$ cat src/rtl/icache_assoc.sv
// icache_assoc: set-associative instruction cache with miss FSM, flush and hit/miss counters
module icache_assoc #(
    parameter int ADDR_WIDTH  = 32,
    parameter int INST_WIDTH  = 32,
    parameter int WAYS        = 2,
    parameter int SETS        = 16,
    parameter int BLOCK_WORDS = 4
) (
    input  logic                              clk,
    input  logic                              rst_in,
    input  logic                              rdy_in,
    input  logic                              inst_en,
    input  logic [ADDR_WIDTH-1:0]             next_PC,
    input  logic                              flush,
    output logic                              cache_rdy,
    output logic [INST_WIDTH-1:0]             next_inst_out,
    output logic                              mem_req,
    output logic [ADDR_WIDTH-1:0]             mem_addr,
    input  logic                              resp_valid,
    input  logic [BLOCK_WORDS*INST_WIDTH-1:0] resp_blk,
    output logic [31:0]                       hit_cnt,
    output logic [31:0]                       miss_cnt
);
    localparam int OFF_W = $clog2(BLOCK_WORDS) + 2;
    localparam int IDX_W = $clog2(SETS);
    localparam int TAG_W = ADDR_WIDTH - IDX_W - OFF_W;
    localparam int WRD_W = BLOCK_WORDS > 1 ? $clog2(BLOCK_WORDS) : 1;
    localparam int WAY_W = WAYS > 1 ? $clog2(WAYS) : 1;

    typedef enum logic [1:0] {IDLE, MISS, DRAIN} state_t;

    state_t                          state_q, state_d;
    logic [SETS-1:0][WAYS-1:0]       valid_q, valid_d;
    logic [SETS-1:0][WAY_W-1:0]      rr_q, rr_d;
    logic                            mem_req_q, mem_req_d;
    logic [ADDR_WIDTH-1:0]           mem_addr_q, mem_addr_d;
    logic [31:0]                     hit_cnt_q, hit_cnt_d;
    logic [31:0]                     miss_cnt_q, miss_cnt_d;

    logic [TAG_W-1:0]                          tag_mem  [SETS][WAYS];
    logic [BLOCK_WORDS-1:0][INST_WIDTH-1:0]    data_mem [SETS][WAYS];

    logic [IDX_W-1:0]      idx, fill_idx;
    logic [TAG_W-1:0]      tag, fill_tag;
    logic [WRD_W-1:0]      off;
    logic                  hit, fill_we;
    logic [INST_WIDTH-1:0] hit_word;
    logic [WAY_W-1:0]      victim;
    logic                  unused_pc_lsb;

    assign idx           = next_PC[OFF_W +: IDX_W];
    assign tag           = next_PC[ADDR_WIDTH-1 -: TAG_W];
    assign fill_idx      = mem_addr_q[OFF_W +: IDX_W];
    assign fill_tag      = mem_addr_q[ADDR_WIDTH-1 -: TAG_W];
    assign unused_pc_lsb = ^next_PC[1:0];

    generate
        if (BLOCK_WORDS > 1) begin : g_off
            assign off = next_PC[2 +: WRD_W];
        end else begin : g_no_off
            assign off = '0;
        end
    endgenerate

    // Tag compare across all ways of the addressed set; at most one way can match
    always_comb begin
        hit      = 1'b0;
        hit_word = '0;
        for (int w = 0; w < WAYS; w++) begin
            if (valid_q[idx][w] && tag_mem[idx][w] == tag) begin
                hit      = 1'b1;
                hit_word = data_mem[idx][w][off];
            end
        end
    end

    // Victim for the outstanding refill: lowest invalid way, else the set's round-robin way
    always_comb begin
        victim = rr_q[fill_idx];
        for (int w = WAYS - 1; w >= 0; w--)
            if (!valid_q[fill_idx][w]) victim = WAY_W'(w);
    end

    // Miss FSM, counters and valid/rr updates; flush wipes valids and beats a same-cycle fill
    always_comb begin
        state_d    = state_q;
        valid_d    = valid_q;
        rr_d       = rr_q;
        mem_req_d  = mem_req_q;
        mem_addr_d = mem_addr_q;
        hit_cnt_d  = hit_cnt_q;
        miss_cnt_d = miss_cnt_q;
        fill_we    = 1'b0;
        if (rdy_in) begin
            case (state_q)
                IDLE: begin
                    if (inst_en && hit) begin
                        hit_cnt_d = hit_cnt_q + 32'd1;
                    end else if (inst_en && !flush) begin
                        miss_cnt_d = miss_cnt_q + 32'd1;
                        mem_addr_d = {next_PC[ADDR_WIDTH-1:OFF_W], OFF_W'(0)};
                        mem_req_d  = 1'b1;
                        state_d    = MISS;
                    end
                end
                MISS: begin
                    if (flush) begin
                        mem_req_d = !resp_valid;
                        state_d   = resp_valid ? IDLE : DRAIN;
                    end else if (resp_valid) begin
                        fill_we                   = 1'b1;
                        valid_d[fill_idx][victim] = 1'b1;
                        rr_d[fill_idx]            = (WAYS == 1) ? '0 : rr_q[fill_idx] + WAY_W'(1);
                        mem_req_d                 = 1'b0;
                        state_d                   = IDLE;
                    end
                end
                DRAIN: begin
                    if (resp_valid) begin
                        mem_req_d = 1'b0;
                        state_d   = IDLE;
                    end
                end
                default: state_d = IDLE;
            endcase
            if (flush) valid_d = '0;
        end
    end

    // Control state with asynchronous reset; a reset mid-miss simply abandons the request
    always_ff @(posedge clk or posedge rst_in) begin
        if (rst_in) begin
            state_q    <= IDLE;
            valid_q    <= '0;
            rr_q       <= '0;
            mem_req_q  <= 1'b0;
            mem_addr_q <= '0;
            hit_cnt_q  <= '0;
            miss_cnt_q <= '0;
        end else begin
            state_q    <= state_d;
            valid_q    <= valid_d;
            rr_q       <= rr_d;
            mem_req_q  <= mem_req_d;
            mem_addr_q <= mem_addr_d;
            hit_cnt_q  <= hit_cnt_d;
            miss_cnt_q <= miss_cnt_d;
        end
    end

    // Tag and data arrays carry no reset; the valid bits alone decide residency
    always_ff @(posedge clk) begin
        if (fill_we) begin
            tag_mem[fill_idx][victim]  <= fill_tag;
            data_mem[fill_idx][victim] <= resp_blk;
        end
    end

    assign cache_rdy     = !rst_in && inst_en && hit;
    assign next_inst_out = (!rst_in && hit) ? hit_word : '0;
    assign mem_req       = mem_req_q;
    assign mem_addr      = mem_addr_q;
    assign hit_cnt       = hit_cnt_q;
    assign miss_cnt      = miss_cnt_q;
endmodule

$ cat config.mk
export PLATFORM = sky130hd
export DESIGN_NAME = icache_assoc
export DESIGN_NICKNAME = d
export VERILOG_FILES = /design/src/rtl/icache_assoc.sv
export SDC_FILE = /design/constraint.sdc
export NUM_CORES = 2
export LEC_CHECK = 0
export BUFFER_PORTS_ARGS = -buffer_cell sky130_fd_sc_hd__buf_2
export CAP_MARGIN = 20
export CORE_AREA = 2 2 570 572
export DETAILED_ROUTE_END_ITERATION = 8
export DIE_AREA = 0 0 572 574
export GPL_ROUTABILITY_DRIVEN = 0
export PLACE_DENSITY_LB_ADDON = 0.12
export SYNTH_ARGS = -nofsm -noshare
export SYNTH_HDL_FRONTEND = slang
export SYNTH_MEMORY_MAX_BITS = 65536
export SYNTH_SLANG_ARGS = --single-unit
$ cat constraint.sdc
create_clock -name clk -period 18.3 [get_ports clk]
set_input_delay 2.745 -clock clk [delete_from_list [all_inputs] [get_ports clk]]
set_output_delay 2.745 -clock clk [all_outputs]
set_load 0.01 [all_outputs]
# == Word level (Yosys, flattened, before mapping) ==
# Memory sizes are Yosys's and may differ from the RTL's.
# Cells that the tools add are included.
# classes
reduce_logical,23
bitwise_logic,4
mul,0
n_eq_ne,6
n_lt_le_gt_ge,8
n_div,0
n_addsub,3
shifts,0
muxes,49
# op_table
op,n
two-way mux 256 bit,1
two-way mux 32 bit,8
binary-select mux 32 bit (select 2 bit),2
demux 128 bit (select 1 bit),1
two-way mux 128 bit,1
"adder 32 x 1 -> 32 bit, second input constant",2
== test 24 bit,2
two-way mux 48 bit,1
bitwise OR 32 bit,1
demux 24 bit (select 1 bit),1
two-way mux 24 bit,1
binary-select mux 2 bit (select 4 bit),2
bitwise mux 16 bit,1
two-way mux 1 bit,16
two-way mux 2 bit,8
AND reduction 4 bit,3
logical AND 1 bit,10
"less-than comparator 4 x 5 -> 1 bit, second input constant",2
AND reduction 3 bit,3
demux 2 bit (select 4 bit),1
one-hot mux 2 bit (3 select lines),1
binary-select mux 1 bit (select 4 bit),1
demux 1 bit (select 4 bit),1
"greater-or-equal comparator 4 x 1 -> 1 bit, second input constant",1
17 further kinds,22
# word_totals
elab_cells,132
mem_count,2
romBits,0
out_inout_bits,130
latch_bits,0
mem_bits_rw,4864
in_bits,166
regBits,143
# memory_table
memory,words,width,read_ports,rd_ports_with_merged_regs,write_ports,line_no,rtl
data_mem,16,256,1,0,1,41,logic [BLOCK_WORDS-1:0][INST_WIDTH-1:0] data_mem [SETS][WAYS];
tag_mem,16,48,1,0,1,40,logic [TAG_W-1:0] tag_mem [SETS][WAYS];

# == Logic depth before layout (Yosys ltp) ==
# depth
word_depth,14
depth_mapped,17
mapped_depth_nobuf,10

# == Least setup slack after synthesis ==
# No wires, ideal clock.
# synth_timing
kind,input to register
start,in flush
end,mem data_mem[12][0] (netlist name) (enable)
t_arrival_ps,13884
cell_stages,5
path_buffers,1
slack_ps,3564
cell_sequence,clkbuf_1 > nor2b_1 > nand3_1 > or3_1 > nor3_1
# synth_via
elab_chain_cells,5
# synth_lines
element,line_no,rtl
"start, declared",14,"input logic flush,"
two-way mux 1 bit,107,if (flush) begin
two-way mux 1 bit,95,case (state_q)
two-way mux 1 bit,94,if (rdy_in) begin
two-way mux 1 bit,153,if (fill_we) begin
two-way mux 256 bit (not written as such),155,data_mem[fill_idx][victim] <= resp_blk;
"end, declared",41,
# No other way between the ends.

# == Worst setup path in the final report ==
# layout_timing
start,in next_PC[6]
end,out next_inst_out[11]
# layout_via
elab_chain_cells,7
elab_cells_between_ends,18
cone_classes,eq/ne: 2; mux: 11; reduce/logical: 3; memory: 2
# layout_lines
element,line_no,rtl
"start, declared",13,"input logic [ADDR_WIDTH-1:0] next_PC,"
memory (16 x 48 bit) / binary-select mux 2 bit (select 4 bit) (equally long branches),n/a,
== test 24 bit / two-way mux 2 bit (equally long branches),70,if (valid_q[idx][w] && tag_mem[idx][w] == tag) begin
logical AND 1 bit,70,
two-way mux 1 bit (2 in series),70,
logical AND 1 bit,160,assign next_inst_out = (!rst_in && hit) ? hit_word : '0;
two-way mux 32 bit (*),160,
"end, declared",16,"output logic [INST_WIDTH-1:0] next_inst_out,"
# Every way passes the cells marked *; elsewhere a longest branch is shown, timed or not. The select of a mux whose other input is x is not followed.

==> impl_metrics.json <==
{
  "crit_path_end_kind": "output port",
  "arrival_ns": 9.51,
  "num_vias": 89991,
  "startpoint_type": "input pin",
  "dp_slack_ns": 5.96,
  "cp_slowest_cell": "buf_4",
  "yosysTopAreaCell": "edfxtp_1",
  "hold-path-cell-count": 1,
  "antenna_found_initial": 88,
  "holdPathEnd": "hit_cnt[31]",
  "synth_area_leaders": "edfxtp_1, mux4_2, dfrtp_1",
  "wl_per_cell_um": 36.2,
  "gr-usage-all-layers_pct": 29.4,
  "finalHoldViolations": 0,
  "ctsResizeCount": 0,
  "htreeDepth": 5,
  "syn_area_mm2": 0.192,
  "clkSinkCount": 5007,
  "clk_pin_slew_worst_paths_ns": 0.06,
  "syn_inst": 7813,
  "p_per_area_mw_per_mm2": 113,
  "ys.flop_type": "edfxtp_1",
  "post_cts.repair.setup_buffers": 0,
  "fill_cells": 20079,
  "hp-start": "hit_cnt[31]",
  "critPathMaxFanout": 95,
  "ir_drop_mv": 0.111,
  "setup_viol": 0,
  "initial_core_util_pct": 59.6,
  "status": "finished clean",
  "fin_setup_tns_ns": 0,
  "tightestPinTransition_ns": 1.24,
  "cts_root_buf": "clkbuf_16",
  "drt_first_pass_iters": 8,
  "dp_hpwl_mm": 234,
  "dieArea_mm2": 0.328,
  "worstReg2RegStart": "mem_addr[4]",
  "syn_to_final_growth_pct": 12.0,
  "postLayoutCoreUtil_pct": 66.7,
  "fin_worst_skew_ns": 0.0769,
  "p_leak_nw": 68.1,
  "grt_pass1_vias": 89912,
  "cts_tree": "done",
  "cp.required_ns": 15.55,
  "timing.fmax_mhz": 81.6,
  "synth_seq_cells": 5007,
  "cts_hold_buffers": 0,
  "nets": 8524,
  "drtAntennaViolNets": 0,
  "cap_viol_max_count": 0,
  "fp.dieH_um": 574,
  "grt_pass1_wl_mm": 678,
  "cts_buffers": 484,
  "fin_crit_sh_pct": 66.9,
  "ys_seq_area_share_pct": 77.8,
  "total_power_w": 0.0244,
  "grt_start_max_net_pins": 149,
  "cts_max_path_buffers": 4,
  "core_mm2": 0.323,
  "drt_wl_total_mm": 478,
  "layout-drive-gt1-share_pct": 32.3,
  "max_stage_delay_ns": 0.84,
  "drc": 0,
  "reg2reg_depth": 8,
  "synth_edf_count": 4864,
  "worst_slack_ns": 6.05,
  "rows": 209,
  "syn_avg_cell_area_um2": 24.6,
  "synth_top_area_share_pct": 76.0,
  "yosys_warnings": 0,
  "cp_cell_sequence": "buf_8 > buf_12 > buf_4 > mux4_2 > nor2b_1 > a211oi_1 > a21oi_1 > xor2_1 > nor4_1 > and4_4 > buf_4 > nand3_1 > a21oi_1 > buf_2",
  "synth_cell_types": 66,
  "rsz0062_at_grt": "false",
  "grt-ovfl-total": 0,
  "drt_iter0_markers": 12757,
  "criticalPathCategory": "in -> out",
  "reg2reg_slack_ns": 12.16,
  "max-slew-margin-rel_pct": 15.2,
  "worstSkewPairLatency_ns": 1.02,
  "via_per_inst": 6.82,
  "worstHoldPathType": "reg -> reg",
  "ys_async_sr_fraction_pct": 2.86,
  "die_w_um": 572,
  "timing.rr.end": "data_mem[13][208]",
  "period_needed_ns": 12.25,
  "io_pins": 296,
  "slew_viol_final": 0,
  "numPortBuffers": 289
}
-- metrics by stage --
step | hold slack (ns) | instances | instance area [µm²]
final | 0.466 | 13194 | 215000
after floorplan | 0.461 | 7816 | 192000
after CTS | 0.465 | 13087 | 215000
after global routing | 0.480 | 13099 | 215000
after detailed placement | 0.455 | 12188 | 199000
after global placement | 0.455 | 12187 | 199000
-- kinds of logic after synthesis --
kind of cell	count (synthesis)	share of synthesized area, %
and+or+nand+nor	351	0.958
other	1	0.00195
AOI/OAI and AO/OA	180	0.630
adders and majority gates	7	0.0456
xor gates and xnor gates	132	0.605
muxes	1698	18.8
buffers and inverters	437	1.09
DFF	5007	77.8
-- worst max-delay path by stage --
stage / slack [ns] / cells past startpoint / startpoint / endpoint
after CTS: 5.94 / 13 / next_PC[4] / next_inst_out[24]
after global routing: 5.80 / 13 / next_PC[4] / next_inst_out[11]
final: 6.05 / 14 / next_PC[6] / next_inst_out[11]
after global placement: 6.02 / 13 / next_PC[4] / next_inst_out[24]
after floorplan: 3.56 / 5 / flush / data_mem[12][0]
after detailed placement: 5.96 / 13 / next_PC[4] / next_inst_out[24]
-- where the power goes --
group	leakage (nW)	total, W	switching (W)	internal, W
registers	45.6	0.0132	0.000266	0.0129
logic	14.7	0.00124	0.000713	0.000525
clock network	7.77	0.00996	0.00424	0.00572
total	68.1	0.0244	0.00522	0.0192
-- synthesized netlist by cell type (all sizes together) (13+ instances only) --
cell type and n:
a21o 33, o21ai 14, inv 17, a21oi 50
nand3 58, o22ai 18, edfxtp 4864, dfrtp 143
nor2b 22, mux2 84, nor4 21, nand4 19
mux4 1525, nand2 92, clkbuf 148, xor2 61
buf 272, nor3 16, nor2 64, xnor2 71
a221oi 14, and3 13, mux2i 89
-- cells in the final DEF, fill, tap and decap left out, types with 11 or more instances in the layout --
master,netlist,routed
dfrtp_1,143,143
buf_4,33,148
nor2b_1,22,21
mux2_2,84,84
clkinv_1,0,112
clkbuf_1,148,86
a21o_1,33,33
xnor2_1,70,70
nand2_1,92,92
nor3_1,15,13
buf_2,167,282
nor2_1,62,34
nor2_4,0,28
nand4_1,19,19
clkbuf_8,0,14
nor4_1,14,14
a21oi_1,50,50
edfxtp_1,4864,4864
clkinvlp_4,0,15
clkinv_2,0,103
a211oi_1,11,11
and3_1,13,13
clkbuf_16,0,489
buf_12,0,33
o22ai_1,18,18
o21ai_0,12,12
a221oi_1,14,14
bufinv_16,0,55
mux2i_1,89,89
inv_1,17,15
xor2_1,61,61
mux4_2,1525,1525
nand3_1,58,58
diode_2,0,105
-- flip-flops by register name (all words and copies together) (netlist names) --
| name | cells |
|---|---|
| miss_cnt | 32 |
| data_mem | 4096 |
| tag_mem | 768 |
| hit_cnt | 32 |
| valid_q | 32 |
| mem_req | 1 |
| rr_q | 16 |
| state_q | 2 |
| mem_addr | 28 |
-- worst max-delay path, delay by kind of cell --
family          cells  cell delay (ns)
compound gates      3             1.10
mux                 1             0.41
xor+xnor            1             0.18
simple gates        4             1.76
buf+inv             5             2.92
-- cell type report --
| type | count | area [µm²] | share of cell area (%) |
|---|---|---|---|
| sequential | 5007 | 150000 | 69.5 |
| multi-input combinational | 2372 | 40700 | 18.9 |
| clock buffer | 589 | 12800 | 5.92 |
| tap | 4325 | 5410 | 2.51 |
| timing repair buffer | 469 | 3300 | 1.53 |
| clock inverter | 310 | 3110 | 1.44 |
| antenna | 105 | 263 | 0.122 |
| inverter | 17 | 76.3 | 0.0354 |
-- metal layers --
layer	vias up	GRT usage (%)	share of wire (%)
li1	35016	-	-
met5	-	0	0.15
met1	49403	44.6	39
met2	4779	45.2	47
met3	729	6.08	11
met4	64	6.76	2.4
Power figures use the tool's default switching activity.
